[src/rtl/pc_sequencer.sv]
// Fetch program counter sequencer: BOOT/FETCH/HOLD handshake with
// prioritised redirects (exception, jr, jump, branch) and a retire counter.
module pc_sequencer #(
  parameter logic [31:0] RESET_PC = 32'h0040_0000,
  parameter logic [31:0] EXC_PC   = 32'h0040_0004
) (
  input  logic        clk,
  input  logic        rst_n,
  input  logic        imem_ready,
  input  logic        stall,
  input  logic        branch_taken,
  input  logic [15:0] branch_offset,
  input  logic        jump,
  input  logic [25:0] jump_index,
  input  logic        jr,
  input  logic [31:0] jr_target,
  input  logic        exc_req,
  output logic [31:0] pc,
  output logic [31:0] pc_plus4,
  output logic        fetch_valid,
  output logic        accept,
  output logic        exc_pending,
  output logic [31:0] retired
);

  typedef enum logic [1:0] {
    BOOT  = 2'd0,
    FETCH = 2'd1,
    HOLD  = 2'd2
  } state_t;

  state_t      state;
  logic [31:0] br_disp;
  logic [31:0] next_pc;

  assign pc_plus4 = pc + 32'd4;
  assign br_disp  = {{14{branch_offset[15]}}, branch_offset, 2'b00};

  // HOLD already owns the returned word, so only stall gates it
  assign accept = ((state == FETCH) & imem_ready & ~stall)
                | ((state == HOLD) & ~stall);

  always_comb begin
    next_pc = pc_plus4;
    if (exc_req | exc_pending)
      next_pc = EXC_PC;
    else if (jr)
      next_pc = jr_target & 32'hFFFF_FFFC;
    else if (jump)
      next_pc = {pc_plus4[31:28], jump_index, 2'b00};
    else if (branch_taken)
      next_pc = pc_plus4 + br_disp;
  end

  always_ff @(posedge clk or negedge rst_n) begin
    if (!rst_n) begin
      state       <= BOOT;
      fetch_valid <= 1'b0;
      pc          <= RESET_PC;
      exc_pending <= 1'b0;
      retired     <= 32'd0;
    end else begin
      unique case (state)
        BOOT: begin
          state       <= FETCH;
          fetch_valid <= 1'b1;
        end
        FETCH: begin
          if (imem_ready & stall) state <= HOLD;
          fetch_valid <= 1'b1;
        end
        HOLD: begin
          if (!stall) state <= FETCH;
          fetch_valid <= 1'b1;
        end
        default: begin
          state       <= BOOT;
          fetch_valid <= 1'b0;
        end
      endcase
      if (accept) begin
        pc          <= next_pc;
        retired     <= retired + 32'd1;
        exc_pending <= 1'b0;
      end else if (exc_req) begin
        exc_pending <= 1'b1;
      end
    end
  end

endmodule
[config.mk]
export PLATFORM = sky130hd
export DESIGN_NAME = pc_sequencer
export DESIGN_NICKNAME = d
export VERILOG_FILES = /design/src/rtl/pc_sequencer.sv
export SDC_FILE = /design/constraint.sdc
export NUM_CORES = 1
export LEC_CHECK = 0
export ABC_AREA = 0
export CAP_MARGIN = 10
export CORE_MARGIN = 1
export CORE_UTILIZATION = 51
export DETAILED_ROUTE_END_ITERATION = 10
export PLACE_DENSITY_LB_ADDON = 0.25
export SETUP_SLACK_MARGIN = 0.02
export SYNTH_ARGS = -nofsm -noshare
export SYNTH_HDL_FRONTEND = slang
export SYNTH_SLANG_ARGS = --single-unit
[constraint.sdc]
create_clock -name clk -period 6.65 [get_ports clk]
set_input_delay 1.33 -clock clk [delete_from_list [all_inputs] [get_ports clk]]
set_output_delay 1.33 -clock clk [all_outputs]
set_load 0.05 [all_outputs]
==> impl_metrics.ini, run 1 <==
[detailed_routing]
detail-route-antenna-nets = 0
num_vias = 5907
via_per_inst = 6.040
drt-initial-drc-count = 472
drc = 0
dr.pass1.iters = 5
post_drt_wl_per_cell_um = 18.47
totalWireLength_mm = 18.06

[synth]
yosysWarningCount = 0
synthTopCellsByArea = dfrtp_1 29%, ha_1 8.1%, xnor2_1 7.3%
synth_cell_type_count = 69
ys_ff_latch = 66
synth_edf_count = 0
synth-main-ff-cell = dfrtp_1
synth_top_area_share_pct = 29.32
postSynthAreaPerCell_um2 = 8.268
syn_area_um2 = 5548
synth_async_sr_flop_share_pct = 100.0
ys_seq_area_share_pct = 29.79
syn_inst = 671
yosysTopAreaCell = dfrtp_1

[cts]
cts_buffers = 9
cts-root-buf = clkbuf_8
postCtsResizedCells = 0
clockBufferDepth = 2
cts_setup_buffers = 0
holdBufCountCts = 0
h-tree-depth = 3
clock_latency_ns = 0.35
clock-sinks = 66
cts_tree = done
path_clk_slew_ns = 0.09

[sta]
fin_crit_sh_pct = 75.61
holdWs_ns = 0.4800
fin_crit_ns = 5.028
worst_slew_pin_slew_ns = 1.166
drv_slew = 0
finClkSkew_ns = 0.01491
finalHoldViolations = 0
finalSetupViolCount = 0
rsz0062_at_grt = no
max_freq_ghz = 0.1989
setup_tns_ns = 0
relSlewSlack_pct = 22.19

[floorplanning]
start_util_pct = 53.26
io_pins = 181
core_um2 = 10420
fp.dieH_um = 106.3
die_width_um = 106.3
die-area_um2 = 11300
rows = 37

[grt]
grt_use_met1_pct = 40.51
antenna_found_initial = 0
grt_max_degree = 67
grt_pass1_wl_mm = 28.44
grt_pass1_vias = 5746
grt-ovfl-total = 0
use_met3_pct = 6.499
top_usage_layer = met2
grt.total_usage_pct = 32.35
grt.met2_usage_pct = 52.41

[placed_design]
place_congestion = 0.9820
portBuffers = 174
place_hpwl_mm = 13.57

[hold_path]
hold_path_class = reg2reg

[setup_path]
ff2ff_setup_slack_ns = 2.06
worst-path-max-fanout = 7
start_kind = flip-flop
path_class = reg2out
cp.required_ns = 5.32
crit_path_end_kind = primary output
cp_data_arrival_time_ns = 3.70

[power_and_ir_drop]
peakVddDrop_uv = 132.9
p_total_w = 0.001664
p_leak_nw = 3.291
p_per_area_nw_per_um2 = 218.5

[cells_and_area]
nets = 956
final_util_pct = 73.11
area_growth_pct = 37.26
n_antenna_cell = 0
drive_gt1_share_pct = 4.632

[flow_run]
drv_cap = 0

[run_status]
outcome = complete, no violations
per-layer routing:
layer	up-vias	wire [µm]	part of all wire, %
met5	-	0	0
met1	2775	7456	41
met2	318	8481	47
met4	0	668	3.7
li1	2759	-	-
met3	55	1456	8.1
registers in the layout (all words and copies together) (netlist names):
name,count
state,2
exc_pending,1
fetch_valid,1
pc,30
retired,32
cells by family after synthesis:
| kind of cell | synth area share, % |
|---|---|
| xor gates and xnor gates | 12.47 |
| AOI/OAI and AO/OA | 24.00 |
| buffers and inverters | 3.315 |
| muxes | 1.105 |
| and+or+nand+nor | 20.77 |
| adders and majority gates | 8.480 |
| DFF | 29.79 |
| other | 0.06759 |
critical path: stages, from the launching register on:
cell and delay (ns):
dfrtp_1 0.53, and4_1 0.28, nand3_1 0.18, nor4_1 0.90, nand2_1 0.20, xnor2_1 0.37, clkdlybuf4s50_1 0.88
power breakdown:
| group | switching (W) | internal, W | leakage, nW |
|---|---|---|---|
| combinational | 0.000483 | 0.000292 | 2.30 |
| clock | 0.000170 | 0.000222 | 0.112 |
| sequential | 0.0000587 | 0.000439 | 0.882 |
layout by cell type (no fill, tap or decap), drive strengths merged, types with 5 or more instances in the layout:
cell	n
clkdlybuf4s50	173
nand2	82
dfrtp	65
nor2	63
xnor2	46
a21oi	45
o21ai	44
ha	36
xor2	33
nand3	27
and3	17
inv	16
nand4	15
a22oi	13
a211oi	13
a21o	12
o211ai	12
clkbuf	10
and2	8
o31ai	7
nand2b	6
o21a	6
a31oi	6
buf	6
mux2i	5
and4	5
clkinv	5
cells in the mapped netlist, types with 3 or more instances:
cell type and instances:
mux2i_1 5, a221o_1 3, a221oi_1 3, ha_1 36
nor2b_1 4, nand2b_1 6, xor2_1 33, a211oi_1 12
a22oi_1 13, a21o_1 11, and2_1 8, and4_1 4
o31ai_1 6, o21a_1 6, nand2_1 82, o21ai_1 4
a31oi_1 6, o211ai_1 9, o21ai_0 40, nor2_1 63
buf_4 4, inv_1 16, a41oi_1 4, clkbuf_1 23
and3_1 17, nor3_1 4, dfrtp_1 65, nand3_1 27
xnor2_1 46, o21bai_1 4, a21oi_1 44, nand4_1 15
cell type report:
cell class | count | area (µm²)
Fill cell | 820 | 2801
Inverter | 18 | 67.56
Clock buffer | 10 | 137.6
Multi-Input combinational cell | 563 | 3722
Sequential cell | 66 | 1653
Timing Repair Buffer | 179 | 1774
Tap cell | 136 | 170.2
Clock inverter | 6 | 90.09
through the flow:
step	worst slack, ns	std cells	area, µm²
finish	1.622	978	7615
global route	1.524	978	7615
CTS	1.753	978	7615
detailed placement	1.783	962	7387
global placement	1.841	962	7387
floorplan	1.540	674	5559
final timing paths:
kind                       startpoint           end  depth (start not counted)
max                            pc[10]  pc_plus4[24]                          6
min                          state[1]   fetch_valid                          1
max reg2reg                    pc[10]        pc[31]                         12
min reg2reg                  state[1]   fetch_valid                          1
max in group asynchronous       rst_n        pc[20]                          2
min in group asynchronous       rst_n   retired[31]                          2
Power figures use the tool's default switching activity.
==> inputs of run 2 (changes only) <==
--- a/config.mk
+++ b/config.mk
@@ -8,7 +8,7 @@
 export ABC_AREA = 0
 export CAP_MARGIN = 10
 export CORE_MARGIN = 1
-export CORE_UTILIZATION = 51
+export CORE_UTILIZATION = 43
 export DETAILED_ROUTE_END_ITERATION = 10
 export PLACE_DENSITY_LB_ADDON = 0.25
 export SETUP_SLACK_MARGIN = 0.02
==> constraint.sdc (replaced) <==
create_clock -name clk -period 4.4 [get_ports clk]
set_input_delay 0.88 -clock clk [delete_from_list [all_inputs] [get_ports clk]]
set_output_delay 0.88 -clock clk [all_outputs]
set_load 0.05 [all_outputs]
==> impl_metrics.ini, run 2 (synthesis results as in run 1) <==
[cells_and_area]
n_antenna_cell = 0
stdcell_count = 1025
area_growth_pct = 44.20
seqCellArea_um2 = 1665
nets = 967
multi_input_area_um2 = 3890
final_common_cell = clkdlybuf4s50_1
top_regs = retired (32), pc (30), state (2)
drive_gt1_share_pct = 9.261
largest_register_ffs = 32
final_util_pct = 63.39
nFillCells = 1100
final_cell_mix = 171 x clkdlybuf4s50_1, 82 x nand2_1, 61 x nor2_1
top_register = retired

[placed_design]
post-place-cells = 1009
portBuffers = 174
place_congestion = 0.9743
place_hpwl_mm = 14.40

[cts]
cts_setup_buffers = 0
cts_tree = done
clock_latency_ns = 0.32
holdBufCountCts = 0
clock-sinks = 66
cts-root-buf = clkbuf_16
clockBufferDepth = 2
h-tree-depth = 3
path_clk_slew_ns = 0.06
cts_buffers = 9

[sta]
fin_crit_ns = 4.189
drv_slew = 0
max_freq_ghz = 0.2387
rsz0062_at_grt = no
holdWs_ns = 0.4696
fin_crit_sh_pct = 95.19
worst_slew_pin_slew_ns = 1.111
finalSetupViolCount = 0
finClkSkew_ns = 0.006352
relSlewSlack_pct = 25.86
finalHoldViolations = 0
setup_tns_ns = 0

[grt]
grt-ovfl-total = 0
grt_max_degree = 47
grt_pass1_vias = 5641
grt.total_usage_pct = 28.47
grt_pass1_wl_mm = 29.26
antenna_found_initial = 0

[setup_path]
cp.required_ns = 3.52
cp_data_arrival_time_ns = 3.31
worst-path-max-fanout = 5
start_kind = flip-flop
path_class = reg2out
crit_path_end_kind = primary output

[run_status]
outcome = finished with violations
violations = DRC

[flow_run]
drv_cap = 0

[hold_path]
hold_path_class = reg2reg

[floorplanning]
die-area_um2 = 13360
start_util_pct = 43.96
fp.dieH_um = 115.6
io_pins = 181
core_um2 = 12620
die_width_um = 115.6
rows = 41

[power_and_ir_drop]
p_switching_w = 0.001105
peakVddDrop_uv = 184.8
p_int_w = 0.001572
p_per_area_nw_per_um2 = 334.7
p_comb_share_pct = 45.2
p_seq_share_pct = 28.4
clkPwrFrac_pct = 26.4
p_sw_share_pct = 41.29
p_leak_nw = 3.460
p_total_w = 0.002677

[detailed_routing]
totalWireLength_mm = 18.40
post_drt_wl_per_cell_um = 17.96
detail-route-antenna-nets = 0
dr.pass1.iters = 9
num_vias = 5801
drt-initial-drc-count = 409
drc = 2
via_per_inst = 5.660
[run 2: cell types whose count changed in the layout (fill, tap and decap cells not counted), sizes merged]
cell	change
buf	+12
clkdlybuf4s50	-2
bufinv	-1
clkinvlp	+1
dlygate4sd2	+1
[run 2: area by class of cell]
cell class	count	area share, %
multi-input combinational	563	48.62
clock buffer	10	2.862
tap	172	2.690
clock inverter	6	0.8445
inverter	18	0.8445
timing repair buffer	190	23.32
sequential	66	20.82
[run 2: metrics by stage]
stage          worst slack (ns)  instance area [µm²]
2_1_floorplan           0.01051                 5736
3_3_place_gp             0.2902                 7699
3_5_place_dp             0.1996                 7699
4_1_cts                  0.1715                 7994
5_1_grt                 0.07768                 8000
6_report                 0.2114                 8000
[run 2: power groups by stage]
stage                     Sequential (W)  Combinational, W  Clock, W
after floorplan                 0.000938          0.000609         0
after global placement          0.000766           0.00119         0
after detailed placement        0.000770           0.00120         0
after CTS                       0.000759           0.00121  0.000717
after global routing            0.000770           0.00130  0.000743
final                           0.000759           0.00121  0.000707
[run 2: repair_timing]
action | CTS | global route
pin swaps | 0 | 0
setup endpoints to repair | 1 | 1
resized for setup | 1 | 2
[run 2: final timing paths]
kind                        startpoint            to  slack [ns]  cells after the start
max in group asynchronous        rst_n        pc[22]        2.75                      2
min in group asynchronous        rst_n   retired[27]        0.73                      1
min                        retired[31]   retired[31]        0.47                      1
min reg2reg                retired[31]   retired[31]        0.47                      1
max                             pc[18]  pc_plus4[27]        0.21                      6
max reg2reg                      pc[2]        pc[31]        0.25                     15
[run 2: layer usage]
layer / track usage, % / share of wire [%] / vias to the layer above
li1: - / - / 2775
met1: 35.90 / 41 / 2730
met2: 47.86 / 48 / 261
met3: 6.695 / 8.4 / 35
met4: 9.524 / 2.2 / 0
met5: 0 / 0 / -
[run 2: critical path: stages (launching register included)]
cell and delay, ns:
dfrtp_1 0.50, and4_1 0.27, nand3_1 0.15, or4_1 0.69, nor2_1 0.23, xor2_2 0.27
clkdlybuf4s50_1 0.88
==> inputs of run 3 (changes only) <==
--- a/config.mk
+++ b/config.mk
@@ -7,11 +7,15 @@
 export LEC_CHECK = 0
 export ABC_AREA = 0
 export CAP_MARGIN = 10
+export CELL_PAD_IN_SITES_DETAIL_PLACEMENT = 0
+export CELL_PAD_IN_SITES_GLOBAL_PLACEMENT = 2
 export CORE_MARGIN = 1
-export CORE_UTILIZATION = 43
+export CORE_UTILIZATION = 24
 export DETAILED_ROUTE_END_ITERATION = 10
+export MAX_ROUTING_LAYER = met4
 export PLACE_DENSITY_LB_ADDON = 0.25
 export SETUP_SLACK_MARGIN = 0.02
+export SKIP_CTS_REPAIR_TIMING = 1
 export SYNTH_ARGS = -nofsm -noshare
 export SYNTH_HDL_FRONTEND = slang
 export SYNTH_SLANG_ARGS = --single-unit
==> impl_metrics.ini, run 3 (synthesis results as in run 1) <==
[power_and_ir_drop]
p_per_area_nw_per_um2 = 335.9
p_leak_nw = 3.608
peakVddDrop_uv = 152.5

[grt]
grt.total_usage_pct = 19.62
grt_pass1_vias = 6034
grt-ovfl-total = 0
antenna_found_initial = 1
grt_pass1_wl_mm = 34.71
grt_max_degree = 44

[setup_path]
r2r_start = pc[2]
cp_data_arrival_time_ns = 4.34
crit_path_end_kind = flip-flop
ff2ff_setup_slack_ns = 0.31
critPathBufInv = 0
crit_family = simple AND/OR/NAND/NOR gates
path_cells = ha_4, and4_1, nand2_1, or2_2, nor2_1, xor2_4, ha_1, a21o_1, nand2_1, nand2_1, a21oi_1, o21ai_1, o2111a_1, or4_4, and4_4, o31ai_2
cp.required_ns = 4.65
start_kind = flip-flop
path_class = reg2reg
worstReg2RegEnd = pc[31]
slowest_stage = or4_4
worst-path-max-fanout = 7
crit_top_cell = nand2_1
max_stage_delay_ns = 0.49
r2r_cells = 16

[sta]
max_freq_ghz = 0.2445
finalWorstSetupSlack_ns = 0.3096
setup_tns_ns = 0
fin_crit_sh_pct = 92.96
worst_slew_pin_slew_ns = 0.8452
finalHoldViolations = 0
drv_slew = 0
fin_crit_ns = 4.090
rsz0062_at_grt = no
finalSetupViolCount = 0
relSlewSlack_pct = 43.59
finClkSkew_ns = 0.01110

[cts]
clock-sinks = 66
clock_latency_ns = 0.34
h-tree-depth = 3
cts-root-buf = clkbuf_16
path_clk_slew_ns = 0.06
clockBufferDepth = 2
cts_buffers = 9
cts_tree = done

[detailed_routing]
drc = 0
post_drt_wl_per_cell_um = 19.03
num_vias = 5792
detail-route-antenna-nets = 0
drt-initial-drc-count = 276
via_per_inst = 5.010
totalWireLength_mm = 22.00
dr.pass1.iters = 5

[floorplanning]
start_util_pct = 24.50
io_pins = 181
fp.dieH_um = 154.0
die-area_um2 = 23730
die_width_um = 154.0
rows = 55
core_um2 = 22640

[cells_and_area]
top_regs = retired (32), pc (30), state (2)
final_common_cell = clkdlybuf4s50_1
top_register = retired
final_util_pct = 36.46
drive_gt1_share_pct = 11.49
seqCellArea_um2 = 1665
area_growth_pct = 48.80
largest_register_ffs = 32
nFillCells = 2325
nets = 984
final_cell_mix = 164 x clkdlybuf4s50_1, 82 x nand2_1, 62 x nor2_1
multi_input_area_um2 = 3884

[flow_run]
drv_cap = 0

[placed_design]
place_hpwl_mm = 17.08
portBuffers = 174
place_congestion = 0.8641
pre_cts_ws_ns = 0.3261

[hold_path]
whs_path_depth = 1
holdCritStartpoint = retired[31]
hold_path_class = reg2reg
hold_end = retired[31]

[run_status]
outcome = complete, no violations
-- run 3: changes by cell type in the layout (fill, tap and decap cells not counted) --
cell,delta
a21oi_1,+1
a21oi_2,-1
buf_12,-1
buf_4,+23
clkbuf_1,-1
clkdlybuf4s50_1,-7
clkinvlp_4,-1
diode_2,+1
dlygate4sd2_1,-1
dlymetal6s2s_1,+3
inv_6,+2
nor2_1,+1
nor2_2,-1
-- run 3: final cells by class --
| type | instances | area share, % |
|---|---|---|
| clock inverter | 7 | 0.9397 |
| timing repair buffer | 207 | 23.95 |
| multi-input combinational | 563 | 47.04 |
| antenna | 1 | 0.03031 |
| tap | 285 | 4.319 |
| sequential | 66 | 20.17 |
| clock buffer | 9 | 2.728 |
| inverter | 18 | 0.8184 |
-- run 3: where the power goes --
part / switching (W) / internal (W)
sequential: 0.0000936 / 0.000666
clock: 0.000333 / 0.000445
combinational: 0.000756 / 0.000480
total: 0.00118 / 0.00159
-- run 3: through the flow --
step | power [W] | std cells | cell area [µm²] | hold slack, ns
6_report | 0.002773 | 1156 | 8255 | 0.4691
5_1_grt | 0.002920 | 1156 | 8255 | 0.4983
4_1_cts | 0.002801 | 1155 | 8245 | 0.4763
3_5_place_dp | 0.002006 | 1139 | 7943 | 0.4644
3_3_place_gp | 0.002001 | 1139 | 7943 | 0.4552
2_1_floorplan | 0.001547 | 674 | 5736 | 0.4414
-- run 3: routing by layer --
layer | up-vias | part of all wire (%) | track usage, %
met3 | 27 | 4.8 | 2.396
met1 | 2764 | 47 | 25.55
li1 | 2818 | - | -
met5 | - | 0 | -
met4 | 0 | 2.1 | 6.333
met2 | 183 | 47 | 31.52
-- run 3: worst max path at each step --
stage / from / endpoint / slack [ns] / cells past startpoint
floorplan: pc[2] / pc[31] / 0.01 / 17
finish: pc[2] / pc[31] / 0.31 / 16
global placement: pc[11] / pc[31] / 0.32 / 12
CTS: pc[11] / pc_plus4[29] / 0.04 / 6
global route: pc[2] / pc[31] / 0.13 / 16
detailed placement: pc[11] / pc[31] / 0.33 / 12
